===== src/rtl/instr_fetch.sv =====
// Instruction fetch front end: owns the fetch PC, issues in-order word reads,
// buffers returned words with their PC and hands them to the core.
// Credit scheme: a request issues only when every outstanding live response
// is guaranteed a buffer slot. Responses from before a redirect are counted in
// drop and discarded as they return.
module instr_fetch #(
  parameter logic [63:0] RESET_PC   = 64'h0,
  parameter int          FIFO_DEPTH = 2
) (
  input  logic        clk,
  input  logic        rst_n,
  input  logic        redirect_valid,
  input  logic [63:0] redirect_pc,
  output logic        imem_req_valid,
  input  logic        imem_req_ready,
  output logic [63:0] imem_req_addr,
  input  logic        imem_rsp_valid,
  input  logic [31:0] imem_rsp_data,
  output logic        instr_valid,
  input  logic        instr_ready,
  output logic [31:0] instr,
  output logic [63:0] instr_pc
);

  localparam int CW = $clog2(FIFO_DEPTH + 1);
  localparam int PW = (FIFO_DEPTH > 1) ? $clog2(FIFO_DEPTH) : 1;
  localparam logic [PW-1:0] PTR_LAST = PW'(FIFO_DEPTH - 1);
  localparam logic [CW-1:0] CNT_ONE  = CW'(1);
  localparam logic [CW:0]   CREDIT   = (CW + 1)'(FIFO_DEPTH);

  logic [63:0]   fetch_pc_q, fetch_pc_d;
  logic [CW-1:0] inflight_q, inflight_d;
  logic [CW-1:0] drop_q, drop_d;
  logic [CW-1:0] count_q, count_d;
  logic [PW-1:0] pq_wr_q, pq_wr_d, pq_rd_q, pq_rd_d;
  logic [PW-1:0] fq_wr_q, fq_wr_d, fq_rd_q, fq_rd_d;
  logic          rst_done_q, rst_done_d;

  logic [63:0]   pq_pc_q   [FIFO_DEPTH];
  logic [63:0]   pq_pc_d   [FIFO_DEPTH];
  logic [63:0]   fq_pc_q   [FIFO_DEPTH];
  logic [63:0]   fq_pc_d   [FIFO_DEPTH];
  logic [31:0]   fq_data_q [FIFO_DEPTH];
  logic [31:0]   fq_data_d [FIFO_DEPTH];

  logic [CW:0]   used;
  logic          has_credit;
  logic          req_fire;
  logic          rsp_drop;
  logic          rsp_take;
  logic          pop;

  function automatic logic [PW-1:0] ptr_inc(input logic [PW-1:0] p);
    return (p == PTR_LAST) ? '0 : p + PW'(1);
  endfunction

  // Issue gating: rst_done_q holds requests off for the cycle after reset.
  assign used       = {1'b0, inflight_q} + {1'b0, count_q};
  assign has_credit = used < CREDIT;

  assign imem_req_valid = rst_n && rst_done_q && !redirect_valid && has_credit;
  assign imem_req_addr  = fetch_pc_q;
  assign instr_valid    = rst_n && (count_q != '0);
  assign instr          = fq_data_q[fq_rd_q];
  assign instr_pc       = fq_pc_q[fq_rd_q];

  assign req_fire = imem_req_valid && imem_req_ready;
  assign rsp_drop = imem_rsp_valid && (drop_q != '0);
  assign rsp_take = imem_rsp_valid && (drop_q == '0) && (inflight_q != '0);
  assign pop      = instr_valid && instr_ready;

  // Next-state: redirect flushes everything; otherwise issue, accept and pop.
  always_comb begin
    fetch_pc_d = fetch_pc_q;
    inflight_d = inflight_q;
    drop_d     = drop_q;
    count_d    = count_q;
    pq_wr_d    = pq_wr_q;
    pq_rd_d    = pq_rd_q;
    fq_wr_d    = fq_wr_q;
    fq_rd_d    = fq_rd_q;
    rst_done_d = 1'b1;
    pq_pc_d    = pq_pc_q;
    fq_pc_d    = fq_pc_q;
    fq_data_d  = fq_data_q;

    if (redirect_valid) begin
      fetch_pc_d = {redirect_pc[63:2], 2'b00};
      inflight_d = '0;
      count_d    = '0;
      pq_wr_d    = '0;
      pq_rd_d    = '0;
      fq_wr_d    = '0;
      fq_rd_d    = '0;
      // A response landing this cycle retires one outstanding request first.
      drop_d     = drop_q + inflight_q - ((rsp_drop || rsp_take) ? CNT_ONE : '0);
    end else begin
      if (req_fire) begin
        pq_pc_d[pq_wr_q] = fetch_pc_q;
        pq_wr_d          = ptr_inc(pq_wr_q);
        fetch_pc_d       = fetch_pc_q + 64'd4;
      end
      if (rsp_drop) begin
        drop_d = drop_q - CNT_ONE;
      end
      if (rsp_take) begin
        fq_data_d[fq_wr_q] = imem_rsp_data;
        fq_pc_d[fq_wr_q]   = pq_pc_q[pq_rd_q];
        fq_wr_d            = ptr_inc(fq_wr_q);
        pq_rd_d            = ptr_inc(pq_rd_q);
      end
      if (pop) begin
        fq_rd_d = ptr_inc(fq_rd_q);
      end
      inflight_d = inflight_q + (req_fire ? CNT_ONE : '0) - (rsp_take ? CNT_ONE : '0);
      count_d    = count_q + (rsp_take ? CNT_ONE : '0) - (pop ? CNT_ONE : '0);
    end
  end

  // Control state with synchronous active-low reset.
  always_ff @(posedge clk) begin
    if (!rst_n) begin
      fetch_pc_q <= RESET_PC;
      inflight_q <= '0;
      drop_q     <= '0;
      count_q    <= '0;
      pq_wr_q    <= '0;
      pq_rd_q    <= '0;
      fq_wr_q    <= '0;
      fq_rd_q    <= '0;
      rst_done_q <= 1'b0;
    end else begin
      fetch_pc_q <= fetch_pc_d;
      inflight_q <= inflight_d;
      drop_q     <= drop_d;
      count_q    <= count_d;
      pq_wr_q    <= pq_wr_d;
      pq_rd_q    <= pq_rd_d;
      fq_wr_q    <= fq_wr_d;
      fq_rd_q    <= fq_rd_d;
      rst_done_q <= rst_done_d;
    end
  end

  // Buffer storage; validity is tracked by the pointers and counters above.
  always_ff @(posedge clk) begin
    pq_pc_q   <= pq_pc_d;
    fq_pc_q   <= fq_pc_d;
    fq_data_q <= fq_data_d;
  end

  // A response with nothing outstanding means the memory broke protocol.
  a_rsp_expected: assert property (@(posedge clk) disable iff (!rst_n)
    imem_rsp_valid |-> (drop_q != '0 || inflight_q != '0));

  // Credit check must keep the buffer from ever overfilling.
  a_count_bound: assert property (@(posedge clk) disable iff (!rst_n)
    count_q <= CW'(FIFO_DEPTH));

endmodule

===== config.mk =====
export PLATFORM = sky130hd
export DESIGN_NAME = instr_fetch
export DESIGN_NICKNAME = d
export VERILOG_FILES = /design/src/rtl/instr_fetch.sv
export SDC_FILE = /design/constraint.sdc
export NUM_CORES = 1
export LEC_CHECK = 0
export ABC_AREA = 1
export BUFFER_PORTS_ARGS = -buffer_cell sky130_fd_sc_hd__buf_2
export CAP_MARGIN = 30
export CORE_ASPECT_RATIO = 1.5
export CORE_UTILIZATION = 45
export DETAILED_ROUTE_END_ITERATION = 8
export PLACE_DENSITY_LB_ADDON = 0.1
export SYNTH_ARGS = -nofsm -noshare
export SYNTH_HDL_FRONTEND = slang
export SYNTH_SLANG_ARGS = --single-unit

===== constraint.sdc =====
create_clock -name clk -period 10.2 [get_ports clk]
set_input_delay 1.02 -clock clk [delete_from_list [all_inputs] [get_ports clk]]
set_output_delay 1.02 -clock clk [all_outputs]
set_load 0.05 [all_outputs]

Yosys cells after proc, flatten, opt, wreduce, memory -nomap -nowiden:

Index checks and enable logic that the tools add are counted.

* bits in registers: 395
* input port bits: 102
* output and inout port bits: 162
* word-level logic and storage cells: 95

* add/sub/neg operators: 13
* order comparisons: 7
* mux-type cells: 31
* bitwise logic cells: 6
* reductions and logical operators: 22

Operators by type and width (number)
* 64-bit two-way mux: 10
* 128-bit bitwise mux: 2
* 64-bit demux with 1-bit select: 2
* 32-bit two-way mux: 4
* 64-bit by 3-bit adder with 64-bit output, second input constant: 1
* 64-bit bitwise mux: 1
* 32-bit demux with 1-bit select: 1
* 1-bit logical AND: 11
* 2-bit nonzero test: 5
* 1-bit two-way mux: 9
* 2-bit greater-or-equal comparator, second input constant: 4
* 1-bit NOT with 2-bit output: 4
* 1-bit adder, second input constant: 4
* 2-bit by 1-bit adder with 2-bit output: 2
* 2-bit by 1-bit < comparator with 1-bit output, second input constant: 2
* 2-bit two-way mux: 2
* 2-bit AND reduction: 2
* 2-bit by 1-bit subtractor with 2-bit output: 2
* 2-bit by 2-bit adder with 3-bit output: 1
* 3-bit by 2-bit < comparator with 1-bit output, second input constant: 1
* 2-bit adder: 1
* 2-bit logical NOT: 1
* 1-bit NOT: 2
* 2-bit OR reduction: 1
* other kinds (4): 4

Logic depth before layout (Yosys ltp):

* depth after elaboration: 7
* gate-level depth with buffers: 14
* mapped depth without buffers: 13

Least setup slack after synthesis:

OpenSTA, ideal clock, no wires.

* path type: input-to-reg
* start: in imem_rsp_valid
* end: reg fq_data_q[0] in the netlist's numbering (enable)
* setup time: 0.662 ns
* data arrival time: 7.883 ns
* required time: 9.538 ns
* setup slack: 1.655 ns
* stages on the path: 4
* path buffers: 0
* cell sequence: inv_1 -> nor3_1 -> inv_1 -> nor3_1

* cells in the longest elaborated chain, start to end: 3

RTL lines
* from (decl): RTL line 17 `input logic imem_rsp_valid,`
* 1-bit logical AND (2 in series): RTL line 69 `assign rsp_take = imem_rsp_valid && (drop_q == '0) && (inflight_q != '0);`
* named net rsp_take: RTL line 50 `logic rsp_take;`
* 2-bit AND reduction (no line)
* to (signal assigned): RTL line 149 `fq_data_q <= fq_data_d;`
* to (decl): RTL line 43 `logic [31:0] fq_data_q [FIFO_DEPTH];`

The timed path passes the listed nets, and every way through them passes these cells.
A chain may end at the register's enable or synchronous reset.

Worst setup path in the final report:

* start: reg fq_rd_q
* end: out instr_pc[20]

* cells in the longest elaborated chain, start to end: 4

RTL lines
* from (decl): RTL line 36 `logic [PW-1:0] fq_wr_q, fq_wr_d, fq_rd_q, fq_rd_d;`
* from (signal assigned): RTL line 140 `fq_rd_q <= fq_rd_d;`
* 1-bit NOT with 2-bit output (not written as such): RTL line 65 `assign instr_pc = fq_pc_q[fq_rd_q];`
* 64-bit two-way mux (not written as such) (3 in series): RTL line 65
* to (decl): RTL line 22 `output logic [63:0] instr_pc`

Every way passes these cells. The select of a mux whose other input is x is not followed.

==> impl_metrics.toml <==
[cells_and_area]
drive_gt1_share_pct = 18.77
fillers = 3375
stdcell_area_um2 = 19650
area_growth_pct = 17.55
final_nets = 2102
fin_util_pct = 53.54

[timing]
hold_viol = 0
slew_headroom_pct = 34.43
fin_crit_ps = 4236
setup_viol = 0
rsz0062_at_grt = "false"
setup_ws_ps = 5964
slew_violations = 0
tns_ps = 0
fmax_ghz = 0.2361
finClkSkew_ps = 15.53
fin_crit_sh_pct = 41.53
worstMarginPinSlew_ps = 983.5

[routing]
wl_met2_um = 22450
ant_nets = 0
drt_iter0_markers = 799
vias_per_cell = 4.940
route.detailed.drc = 0
wire_per_inst_um = 17.22
vias = 12380
dr.pass1.iters = 6
top_layer = "met5"
drt-total-wl_um = 43160
met1_length_um = 17520
wl_met3_um = 1956

[yosys]
synth_cells = 1743
synth_ff_type = "edfxtp_1"
avgSynthCellArea_um2 = 9.589
yosysTopAreaCell = "edfxtp_1"
synth.top_cells.by_count = "nand2_1 (774), edfxtp_1 (312), nor2_1 (146), inv_1 (108), dfxtp_1 (73)"
synth-seq-cells = 385
syn_area_um2 = 16710
synth_cell_type_count = 37
yosysWarningCount = 0
synth_area_leaders = "edfxtp_1 (56%), nand2_1 (17%), dfxtp_1 (8.7%)"
yosysTopAreaCellShare_pct = 56.06
synth-async-reset-ratio_pct = 0
synth-edff-count = 312
seq_area_frac_synth_pct = 64.80
synth.most_common_cell = "nand2_1"

[floorplanning]
start_util_pct = 45.55
coreArea_um2 = 36690
die_area_um2 = 37930
num_rows = 86
ios = 264
die_h_um = 238.0
die_w_um = 159.4

[critical_path]
required_ps = 9180
timing.rr.end = "imem_req_addr[47]"
r2r_slack_ps = 7530
cp_max_fo = 52
endpoint_kind = "output port"
critPathLaunchType = "flip-flop"
crit_type = "reg -> out"
crit_arrival_ps = 3220
r2r_cells = 10
r2r-start = "inflight_q[0]"

[cts]
cts-resized-gates = 0
cts_root_buf = "clkbuf_16"
hold_buffers = 0
clockBufferDepth = 3
tritoncts.num_buffers = 37
htree_levels = 2
cts_setup_buffers = 0
cts_sinks = 385
clk_pin_slew_ps = 60
insertion_delay_ps = 530
cts_tree = "done"

[power_and_ir_drop]
p_per_area_nw_per_um2 = 167.8
leakage_nw = 7.876
vdd_drop_max_mv = 0.1341

[placed_design]
io_buffers = 257
pre_cts_slack_ps = 6435
dp_hpwl_um = 28950
place_area_um2 = 18450
gp_congestion = 0.8691

[grt]
track_usage_pct = 22.84
grt_max_degree = 67
grt_overflow = 0
grt_pass1_wl_um = 66140
grt_pass1_vias = 11700
antenna_found_initial = 5

[min_path]
worstHoldEndpoint = "drop_q[0]"
hold_path_class = "reg -> reg"
min_from = "drop_q[0]"
whs_path_depth = 2

[status]
status = "finished, final reports clean"

[job]
maxCapViolCount = 0
-- sequential cells by signal, summed over array words and instances, names as in the netlist --
name / cells
rst_done_q: 1
fq_rd_q: 1
fq_wr_q: 1
fq_data_q: 64
pq_wr_q: 1
count_q: 2
pq_rd_q: 1
fq_pc_q: 124
inflight_q: 2
drop_q: 2
pq_pc_q: 124
imem_req_addr: 62
-- stage by stage --
| stage | hold slack, ps | std cells | power [mW] |
|---|---|---|---|
| 2_1_floorplan | 446.1 | 1746 | 1.905 |
| 3_3_place_gp | 456.6 | 2435 | 1.972 |
| 3_5_place_dp | 471.1 | 2436 | 1.977 |
| 4_1_cts | 480.8 | 2503 | 3.332 |
| 5_1_grt | 499.3 | 2504 | 3.403 |
| 6_report | 481.3 | 2506 | 3.296 |
-- report_power, final --
part / internal (mW) / total, mW / switching [mW]
combinational: 0.0541 / 0.191 / 0.137
sequential: 1.71 / 1.75 / 0.0367
clock: 0.781 / 1.35 / 0.574
total: 2.55 / 3.30 / 0.747
-- layer usage --
metal,vias up,GRT usage [%]
li1,6174,-
met1,5799,27.45
met2,336,41.93
met3,68,3.250
met4,2,7.343
met5,-,0
-- worst max-delay path, cell delays in order, from the launching register on --
cell and delay (ps):
dfxtp_4 770, clkinv_2 790, buf_4 550, nand2_1 140
nand2_1 90, buf_2 220
-- cell type report --
cell class	instances	area, µm²	area share [%]
Antenna cell	3	7.507	0.03821
Clock buffer	51	1020	5.190
Clock inverter	16	172.7	0.8789
Inverter	116	437.9	2.229
Multi-Input combinational cell	1182	5179	26.36
Sequential cell	385	10840	55.15
Tap cell	484	605.6	3.082
Timing Repair Buffer	269	1389	7.069
-- worst max-delay path by stage --
stage | cells after the start | endpoint | startpoint
2_1_floorplan | 4 | fq_data_q[0] | imem_rsp_valid
3_3_place_gp | 5 | instr_pc[20] | fq_rd_q
3_5_place_dp | 5 | instr_pc[20] | fq_rd_q
4_1_cts | 5 | instr_pc[20] | fq_rd_q
5_1_grt | 5 | instr_pc[26] | fq_rd_q
6_report | 5 | instr_pc[20] | fq_rd_q
-- layout by cell type (no fill, tap or decap), types with 4 or more instances in the layout --
cell       count
clkbuf_16     38
nor2_1       144
inv_2          5
a31oi_1       14
inv_1        108
edfxtp_1     312
nand4_1       16
nand2_1      774
nand2_2        5
xor2_1        25
nor2_2         6
ha_1           8
dfxtp_1       71
buf_4         11
clkinv_2       8
o21ai_2       10
buf_2        257
clkinv_1       4
conb_1         4
xnor2_1        7
nand3_1       30
a21oi_1       47
o21ai_0       57
clkbuf_1      11
a21oi_2       10
nor2_4         9
-- cells by family (layout without fill, tap and decap cells) --
| logic type | count (synthesis) | count (layout) | synth area share [%] |
|---|---|---|---|
| compound gates | 142 | 142 | 4.821 |
| flops | 385 | 385 | 64.80 |
| buf+inv | 179 | 452 | 4.432 |
| fa+ha+maj | 9 | 9 | 0.7187 |
| other cells | 1 | 7 | 0.02244 |
| simple gates | 995 | 995 | 23.53 |
| xor+xnor | 32 | 32 | 1.677 |
(Power assumes the default switching activity.)
